## src/rtl/integrate_cpu.sv

```systemverilog
// rtl/integrate_cpu.sv - 8-bit accumulator CPU with built-in countdown program ROM
//
// Purpose: controller FSM plus datapath (A, PC, IR, Nout) running a fixed
// 16-word ROM program that reads N on enter, outputs N down to 0, then halts.
//
// Ports:
//   clock       in   rising-edge system clock
//   reset       in   asynchronous active-high reset, clears all state
//   enter       in   input-ready strobe for IN, level-sampled on clock edges
//   Nin         in   [DW-1:0] data loaded into A by IN
//   halt        out  high while the FSM is in HALT
//   Nout        out  [DW-1:0] output register, loaded from A by OUT
//   IR75out     out  [2:0] current opcode IR[7:5]
//   StateNoout  out  [3:0] current FSM state encoding

module integrate_cpu #(
  parameter int DW = 8,
  parameter int AW = 4
) (
  input  logic          clock,
  input  logic          reset,
  input  logic          enter,
  input  logic [DW-1:0] Nin,
  output logic          halt,
  output logic [DW-1:0] Nout,
  output logic [2:0]    IR75out,
  output logic [3:0]    StateNoout
);

  typedef enum logic [3:0] {
    S_START  = 4'd0,
    S_FETCH  = 4'd1,
    S_DECODE = 4'd2,
    S_IN     = 4'd8,
    S_OUT    = 4'd9,
    S_DEC    = 4'd10,
    S_JNZ    = 4'd11,
    S_HALT   = 4'd12
  } state_t;

  state_t        state, state_next;
  logic [DW-1:0] a;
  logic [AW-1:0] pc;
  logic [DW-1:0] ir;
  logic [DW-1:0] rom_data;

  logic load_ir;
  logic load_a_in;
  logic dec_a;
  logic load_out;
  logic jump;

  // Program ROM: IN, OUT, DEC, JNZ 1, OUT, then HALT everywhere else.
  always_comb begin
    rom_data = 8'h80;
    case (pc)
      4'd0:    rom_data = 8'h00;
      4'd1:    rom_data = 8'h20;
      4'd2:    rom_data = 8'h40;
      4'd3:    rom_data = 8'h61;
      4'd4:    rom_data = 8'h20;
      default: rom_data = 8'h80;
    endcase
  end

  always_ff @(posedge clock or posedge reset) begin
    if (reset) begin
      state <= S_START;
    end else begin
      state <= state_next;
    end
  end

  always_comb begin
    state_next = S_START;
    load_ir    = 1'b0;
    load_a_in  = 1'b0;
    dec_a      = 1'b0;
    load_out   = 1'b0;
    jump       = 1'b0;
    case (state)
      S_START:  state_next = S_FETCH;
      S_FETCH: begin
        load_ir    = 1'b1;
        state_next = S_DECODE;
      end
      S_DECODE: begin
        case (ir[7:5])
          3'b000:  state_next = S_IN;
          3'b001:  state_next = S_OUT;
          3'b010:  state_next = S_DEC;
          3'b011:  state_next = S_JNZ;
          3'b100:  state_next = S_HALT;
          default: state_next = S_FETCH;
        endcase
      end
      S_IN: begin
        if (enter) begin
          load_a_in  = 1'b1;
          state_next = S_FETCH;
        end else begin
          state_next = S_IN;
        end
      end
      S_OUT: begin
        load_out   = 1'b1;
        state_next = S_FETCH;
      end
      S_DEC: begin
        dec_a      = 1'b1;
        state_next = S_FETCH;
      end
      S_JNZ: begin
        jump       = (a != '0);
        state_next = S_FETCH;
      end
      S_HALT:   state_next = S_HALT;
      default:  state_next = S_START;
    endcase
  end

  always_ff @(posedge clock or posedge reset) begin
    if (reset) begin
      a    <= '0;
      pc   <= '0;
      ir   <= '0;
      Nout <= '0;
    end else begin
      if (load_ir) begin
        ir <= rom_data;
        pc <= pc + 1'b1;
      end else if (jump) begin
        pc <= ir[AW-1:0];
      end
      if (load_a_in) begin
        a <= Nin;
      end else if (dec_a) begin
        a <= a - 1'b1;
      end
      if (load_out) begin
        Nout <= a;
      end
    end
  end

  assign halt       = (state == S_HALT);
  assign IR75out    = ir[7:5];
  assign StateNoout = state;

endmodule

```

## config.mk

```make
export PLATFORM = sky130hd
export DESIGN_NAME = integrate_cpu
export DESIGN_NICKNAME = d
export VERILOG_FILES = /design/src/rtl/integrate_cpu.sv
export SDC_FILE = /design/constraint.sdc
export NUM_CORES = 1
export LEC_CHECK = 0
export CAP_MARGIN = 25
export CORE_AREA = 3 3 61 63
export DETAILED_ROUTE_END_ITERATION = 10
export DIE_AREA = 0 0 64 66
export GPL_ROUTABILITY_DRIVEN = 0
export PLACE_DENSITY = 0.72
export SYNTH_ARGS = -nofsm -noshare
export SYNTH_HDL_FRONTEND = slang
export SYNTH_SLANG_ARGS = --single-unit
```

## constraint.sdc

```tcl
create_clock -name clock -period 1.55 [get_ports clock]
set_input_delay 0.2325 -clock clock [delete_from_list [all_inputs] [get_ports clock]]
set_output_delay 0.2325 -clock clock [all_outputs]
set_load 0.03 [all_outputs]
```

==> flow_summary.json, run 1 <==
{
  "start_util": 0.442,
  "drt_iter0_drc": 103,
  "dpl.hpwl_um": 2110,
  "dieArea_sq_um": 4220,
  "cts-root-buf": "clkbuf_4",
  "wire_per_inst_um": 12.9,
  "p_seq_frac": 0.366,
  "path_max_fanout": 4,
  "timing.rr.start": "StateNoout[2]",
  "switching_power_mw": 1.64,
  "crit_family": "simple AND/OR/NAND/NOR gates",
  "yosysWarnings": 0,
  "syn_inst": 149,
  "cts_max_level": 1,
  "grt_max_degree": 29,
  "wirelength_um": 3050,
  "drtAntennaViolNets": 0,
  "endpoint_kind": "flop",
  "leakagePower_nw": 0.850,
  "startpoint_type": "flop",
  "die_x_um": 64,
  "remaining_drc_errors": 0,
  "area_growth_pct": 36.7,
  "sw_frac_of_total": 0.431,
  "cts_made_buffers": 3,
  "grt_setup_unrepaired": "true",
  "drt_pre_antenna_iters": 4,
  "syn-cell-area_sq_um": 1450,
  "fin_ws_ns": -0.0529,
  "final_cells": 236,
  "async_reset_ff_frac": 1.00,
  "synth-main-ff-cell": "dfrtp_1",
  "crit_type": "flop to flop",
  "clkPwrFrac": 0.090,
  "setup_viol_count_final": 5,
  "cts_buffer_depth": 2,
  "p_int_mw": 2.16,
  "syn_nets": 165,
  "p_per_area_nw_per_um2": 1910,
  "antenna_found_initial": 0,
  "fin_crit_sh": 1.03,
  "synth_cell_types": 31,
  "fmax_mhz": 624,
  "cts_tree": "yes",
  "grt_usage": 0.143,
  "nets": 207,
  "post-route-min-period_ns": 1.60,
  "skew_ns": 0.00592,
  "worst-endpoint-required_ns": 1.78,
  "whs_ns": 0.258,
  "max_stage_delay_ns": 0.45,
  "viasPerCell": 5.09,
  "cp.arrival_ns": 1.84,
  "max_cap_violations": 0,
  "drive_gt1_frac": 0.268,
  "synth.avg_cell_area_sq_um": 9.75,
  "slew_headroom": 0.762,
  "grt_pass1_wl_um": 4840,
  "hold_path.class": "primary input to asynchronous set/reset pin",
  "violations": "setup timing",
  "antenna_cells": 0,
  "path_cells": "buf_6, nor4bb_4, buf_4, nand3_2, or3_1, o211ai_1",
  "place_inst": 223,
  "io_pins": 27,
  "gr-total-overflow": 0,
  "tightest_slew_ns": 0.356,
  "row_count": 21,
  "ys_seq_area_frac": 0.482,
  "path_buf_inv": 2,
  "cts.sinks": 28,
  "outcome": "complete, but fails checks",
  "peakVddDrop_mv": 0.738,
  "crit_start": "StateNoout[2]",
  "hold_viol_final": 0,
  "core_area_sq_um": 3280,
  "worstSkewPairLatency_ns": 0.31,
  "crit_slowest_cell": "dfrtp_2",
  "hold_buffers": 0,
  "synth-seq-cells": 28,
  "p_comb_frac": 0.544,
  "synth-edff-count": 0,
  "clkTransAtPathRegs_ns": 0.14,
  "grt_pass1_vias": 1080,
  "slew_viol_final": 0,
  "die_height_um": 66,
  "port_buffers": 26,
  "vias": 1202
}
through the flow:
stage | area (sq um) | utilization | power (mW) | worst slack [ns] | TNS (ns)
6_report | 1990 | 0.605 | 3.79 | -0.0529 | -0.137
4_1_cts | 1930 | 0.587 | 3.70 | -0.0626 | -0.220
3_3_place_gp | 1820 | 0.554 | 3.29 | -0.0381 | -0.0663
3_5_place_dp | 1820 | 0.554 | 3.36 | -0.141 | -0.361
2_1_floorplan | 1470 | - | 2.72 | -0.173 | -1.45
5_1_grt | 1990 | 0.605 | 4.06 | -0.123 | -0.729
final cells by class:
class	count	area (sq um)
flip-flops and latches	28	704
multi-input cells	97	698
repair buffers	49	444
clock buffers	4	36.3
fillers	282	1300
inverters	12	45.0
well taps	46	57.6
kinds of logic after synthesis:
family | count (synthesis) | synth area share
AO/OA/AOI/OAI | 29 | 0.119
XOR/XNOR | 6 | 0.0362
adder cells (fa/ha/maj) | 5 | 0.0431
buffers and inverters | 24 | 0.0792
flip-flops | 28 | 0.482
multiplexers | 9 | 0.0698
AND/OR/NAND/NOR | 48 | 0.171
power by group through the flow:
stage / logic, mW / registers [mW] / clock network, mW
after floorplan: 1.11 / 1.62 / 0
after global placement: 1.92 / 1.37 / 0
after detailed placement: 1.98 / 1.39 / 0
after CTS: 1.96 / 1.38 / 0.358
after global routing: 2.23 / 1.44 / 0.386
final: 2.06 / 1.39 / 0.340
cell usage in the layout (no fill, tap or decap), drive strengths merged:
| cell | netlist | layout |
|---|---|---|
| a21oi | 10 | 10 |
| nand4 | 2 | 2 |
| clkbuf | 3 | 5 |
| or4b | 1 | 1 |
| nand2 | 10 | 10 |
| nor2 | 16 | 16 |
| nand3 | 4 | 4 |
| clkdlybuf4s50 | 0 | 10 |
| a31oi | 2 | 2 |
| o21ai | 8 | 8 |
| xnor2 | 2 | 2 |
| o41ai | 1 | 1 |
| nand4b | 2 | 2 |
| o211ai | 4 | 4 |
| o311ai | 1 | 1 |
| nand3b | 2 | 2 |
| o22ai | 1 | 1 |
| a311oi | 1 | 1 |
| o31ai | 1 | 1 |
| nor3 | 4 | 4 |
| dlygate4sd2 | 0 | 13 |
| nor4bb | 3 | 3 |
| buf | 9 | 24 |
| clkdlybuf4s15 | 0 | 1 |
| mux2 | 9 | 9 |
| ha | 5 | 5 |
| xor2 | 4 | 4 |
| nor2b | 2 | 2 |
| dfrtp | 28 | 28 |
| or3 | 2 | 2 |
| inv | 12 | 12 |
what timing repair did:
item / 4_1_cts / 5_1_grt
buffers inserted: 7 / 3
setup endpoints to repair: 24 / 20
resized for setup: 24 / 12
gates cloned: 0 / 0
pin swaps: 2 / 6
sequential cells by signal, indices dropped and copies added, names as in the netlist:
| name | cells |
|---|---|
| Nout | 8 |
| a | 8 |
| StateNoout | 4 |
| ir | 4 |
| pc | 4 |
Yosys cell counts (4+ instances only):
cell type,number,share of area
a21oi_1,10,0.034
dfrtp_1,28,0.48
nor3_1,4,0.014
o211ai_1,4,0.021
o21ai_0,6,0.021
buf_2,5,0.017
inv_1,12,0.031
nand2_1,10,0.026
nor2_1,16,0.041
nand3_1,4,0.014
xor2_1,4,0.024
ha_1,5,0.043
mux2_2,9,0.070
metal layers:
metal / GRT usage / routed length (um)
met5: 0 / 0
met4: 0.0404 / 39
met3: 0.0170 / 90
met2: 0.240 / 1520
met1: 0.194 / 1400
path summary, 6_finish.rpt:
kind	endpoint	slack [ns]	cells past startpoint
hold reg to reg	Nout[1]	0.52	1
max in group asynchronous	StateNoout[2]	1.01	3
hold / removal	pc[3]	0.26	3
min in group clock	a[7]	0.47	3
setup / recovery	a[6]	-0.05	6
setup reg to reg	a[6]	-0.05	6
worst min-delay path, delay by kind of cell:
| kind | cells | cell delay, ns |
|---|---|---|
| buf+inv | 3 | 0.76 |
Power figures use the tool's default switching activity.
==> run 2, diff against run 1 <==
--- a/config.mk
+++ b/config.mk
@@ -7,6 +7,7 @@
 export LEC_CHECK = 0
 export CAP_MARGIN = 25
 export CORE_AREA = 3 3 61 63
+export CTS_CLUSTER_DIAMETER = 100
 export DETAILED_ROUTE_END_ITERATION = 10
 export DIE_AREA = 0 0 64 66
 export GPL_ROUTABILITY_DRIVEN = 0
==> results of run 2 <==
Same layout as run 1: the final DEF is identical, and so are final timing and power.
==> run 3, diff against run 2 <==
--- a/config.mk
+++ b/config.mk
@@ -7,11 +7,11 @@
 export LEC_CHECK = 0
 export CAP_MARGIN = 25
 export CORE_AREA = 3 3 61 63
-export CTS_CLUSTER_DIAMETER = 100
+export CTS_CLUSTER_DIAMETER = 150
 export DETAILED_ROUTE_END_ITERATION = 10
 export DIE_AREA = 0 0 64 66
 export GPL_ROUTABILITY_DRIVEN = 0
-export PLACE_DENSITY = 0.72
+export PLACE_DENSITY_LB_ADDON = 0.25
 export SYNTH_ARGS = -nofsm -noshare
 export SYNTH_HDL_FRONTEND = slang
 export SYNTH_SLANG_ARGS = --single-unit
==> run 3 against run 2 <==
The flow still finishes with violations (setup timing). Non-clock buffer count unchanged. Sequential share of layout area shrank 0.66 points. Sequential cell count unchanged. Combinational power is 4% higher. Sequential power about the same. Routed wire length rose by 3.6%. Final cell count unchanged.
==> flow_summary.json, run 3 (same netlist as run 1, synthesis figures left out) <==
{
  "hold_path.class": "primary input to asynchronous set/reset pin",
  "worst-endpoint-required_ns": 1.82,
  "row_count": 21,
  "die_x_um": 64,
  "wirelength_um": 3160,
  "mostFrequentLayoutCells": "dfrtp_1, buf_4, nor2_1, dlygate4sd2_1, inv_1",
  "path_cells": "buf_6, nor4bb_4, buf_6, buf_4, nand3b_1, xor2_1, a21oi_1",
  "cts.sinks": 28,
  "tns_ns": -0.0524,
  "cts-root-buf": "clkbuf_4",
  "antenna_found_initial": 0,
  "grt_max_degree": 29,
  "dieArea_sq_um": 4220,
  "crit_slowest_cell": "dfrtp_2",
  "startpoint_type": "flop",
  "antenna_cells": 0,
  "grt_pass1_wl_um": 5210,
  "p_per_area_nw_per_um2": 1990,
  "drt_pre_antenna_iters": 4,
  "die_height_um": 66,
  "area_growth_pct": 39.3,
  "cts_buffer_depth": 2,
  "violations": "setup timing",
  "clkTransAtPathRegs_ns": 0.16,
  "final_area_sq_um": 2020,
  "crit_type": "flop to flop",
  "start_util": 0.442,
  "cp.arrival_ns": 1.87,
  "dpl.hpwl_um": 2200,
  "max_stage_delay_ns": 0.44,
  "final_cells": 236,
  "grt_pass1_vias": 1180,
  "tightest_slew_ns": 0.351,
  "cts_max_level": 1,
  "hold_viol_final": 0,
  "fin_ws_ns": -0.0442,
  "worstSkewPairLatency_ns": 0.34,
  "endpoint_kind": "flop",
  "port_buffers": 26,
  "grt_setup_unrepaired": "true",
  "drtAntennaViolNets": 0,
  "fmax_mhz": 627,
  "nets": 207,
  "cts_made_buffers": 3,
  "slew_headroom": 0.766,
  "wire_per_inst_um": 13.4,
  "core_area_sq_um": 3280,
  "drt_iter0_drc": 83,
  "num-fill-cells": 280,
  "critPathMostFrequentCell": "buf_6",
  "leakagePower_nw": 0.882,
  "drive_gt1_frac": 0.279,
  "vias": 1193,
  "gr-total-overflow": 0,
  "outcome": "complete, but fails checks",
  "max_cap_violations": 0,
  "setup_viol_count_final": 2,
  "skew_ns": 0.0176,
  "place_inst": 224,
  "path_max_fanout": 6,
  "fin_crit_sh": 1.03,
  "post-route-min-period_ns": 1.59,
  "viasPerCell": 5.06,
  "grt_usage": 0.155,
  "placed_cell_area_sq_um": 1830,
  "top_regs": "Nout (8), a (8)",
  "place_ws_ns": -0.0541,
  "io_pins": 27,
  "remaining_drc_errors": 0,
  "peakVddDrop_mv": 0.855,
  "slew_viol_final": 0,
  "mostFrequentLayoutCell": "dfrtp_1",
  "cts_tree": "yes"
}
==> run 3: cell type report <==
cell class / instances / area, sq um / share of cell area
inverter: 12 / 45.0 / 0.0223
sequential: 28 / 704 / 0.348
tap: 46 / 57.6 / 0.0284
timing repair buffer: 49 / 440 / 0.218
clock inverter: 1 / 30.0 / 0.0148
clock buffer: 3 / 22.5 / 0.0111
multi-input combinational: 97 / 723 / 0.357
==> run 3: routing by layer <==
metal | part of all wire | wire (um) | GRT usage
met5 | 0 | 0 | 0
met2 | 0.51 | 1610 | 0.267
met1 | 0.45 | 1420 | 0.203
met4 | 0.0089 | 28 | 0.0404
met3 | 0.032 | 102 | 0.0238
==> run 3: worst max-delay path: cells and delay by family (launching register included) <==
kind	cells	cell delay [ns]
compound gates	1	0.15
xor+xnor	1	0.17
simple gates	2	0.37
buf+inv	3	0.41
flops	1	0.44
==> run 3: timing repair <==
| action | 4_1_cts | 5_1_grt |
|---|---|---|
| buffers inserted | 8 | 0 |
| pin swaps | 5 | 7 |
| resized for setup | 28 | 13 |
| hold buffers | 0 | 0 |
| endpoints found under the setup margin | 21 | 16 |
| gates cloned | 0 | 1 |
==> run 3: metrics by stage <==
step,util,power [mW],hold WS [ns]
after floorplan,-,2.72,0.298
after global placement,0.556,3.33,0.490
after detailed placement,0.556,3.41,0.496
after CTS,0.602,4.00,0.236
after global routing,0.616,4.34,0.261
final,0.616,4.03,0.231
==> run 3: power by group <==
group	internal (mW)	switching, mW
clock network	0.262	0.219
registers	1.07	0.337
logic	1.00	1.14
==> run 3: path summary, 6_finish.rpt <==
| check | startpoint | end | slack, ns | depth (start not counted) |
|---|---|---|---|---|
| worst max register to register | StateNoout[2] | a[3] | -0.04 | 7 |
| max in group asynchronous | reset | StateNoout[3] | 1.03 | 3 |
| worst min register to register | Nout[5] | Nout[5] | 0.52 | 1 |
| worst max-delay path | StateNoout[2] | a[3] | -0.04 | 7 |
| min in group clock | Nin[6] | a[6] | 0.44 | 3 |
| worst min-delay path | reset | a[7] | 0.23 | 3 |
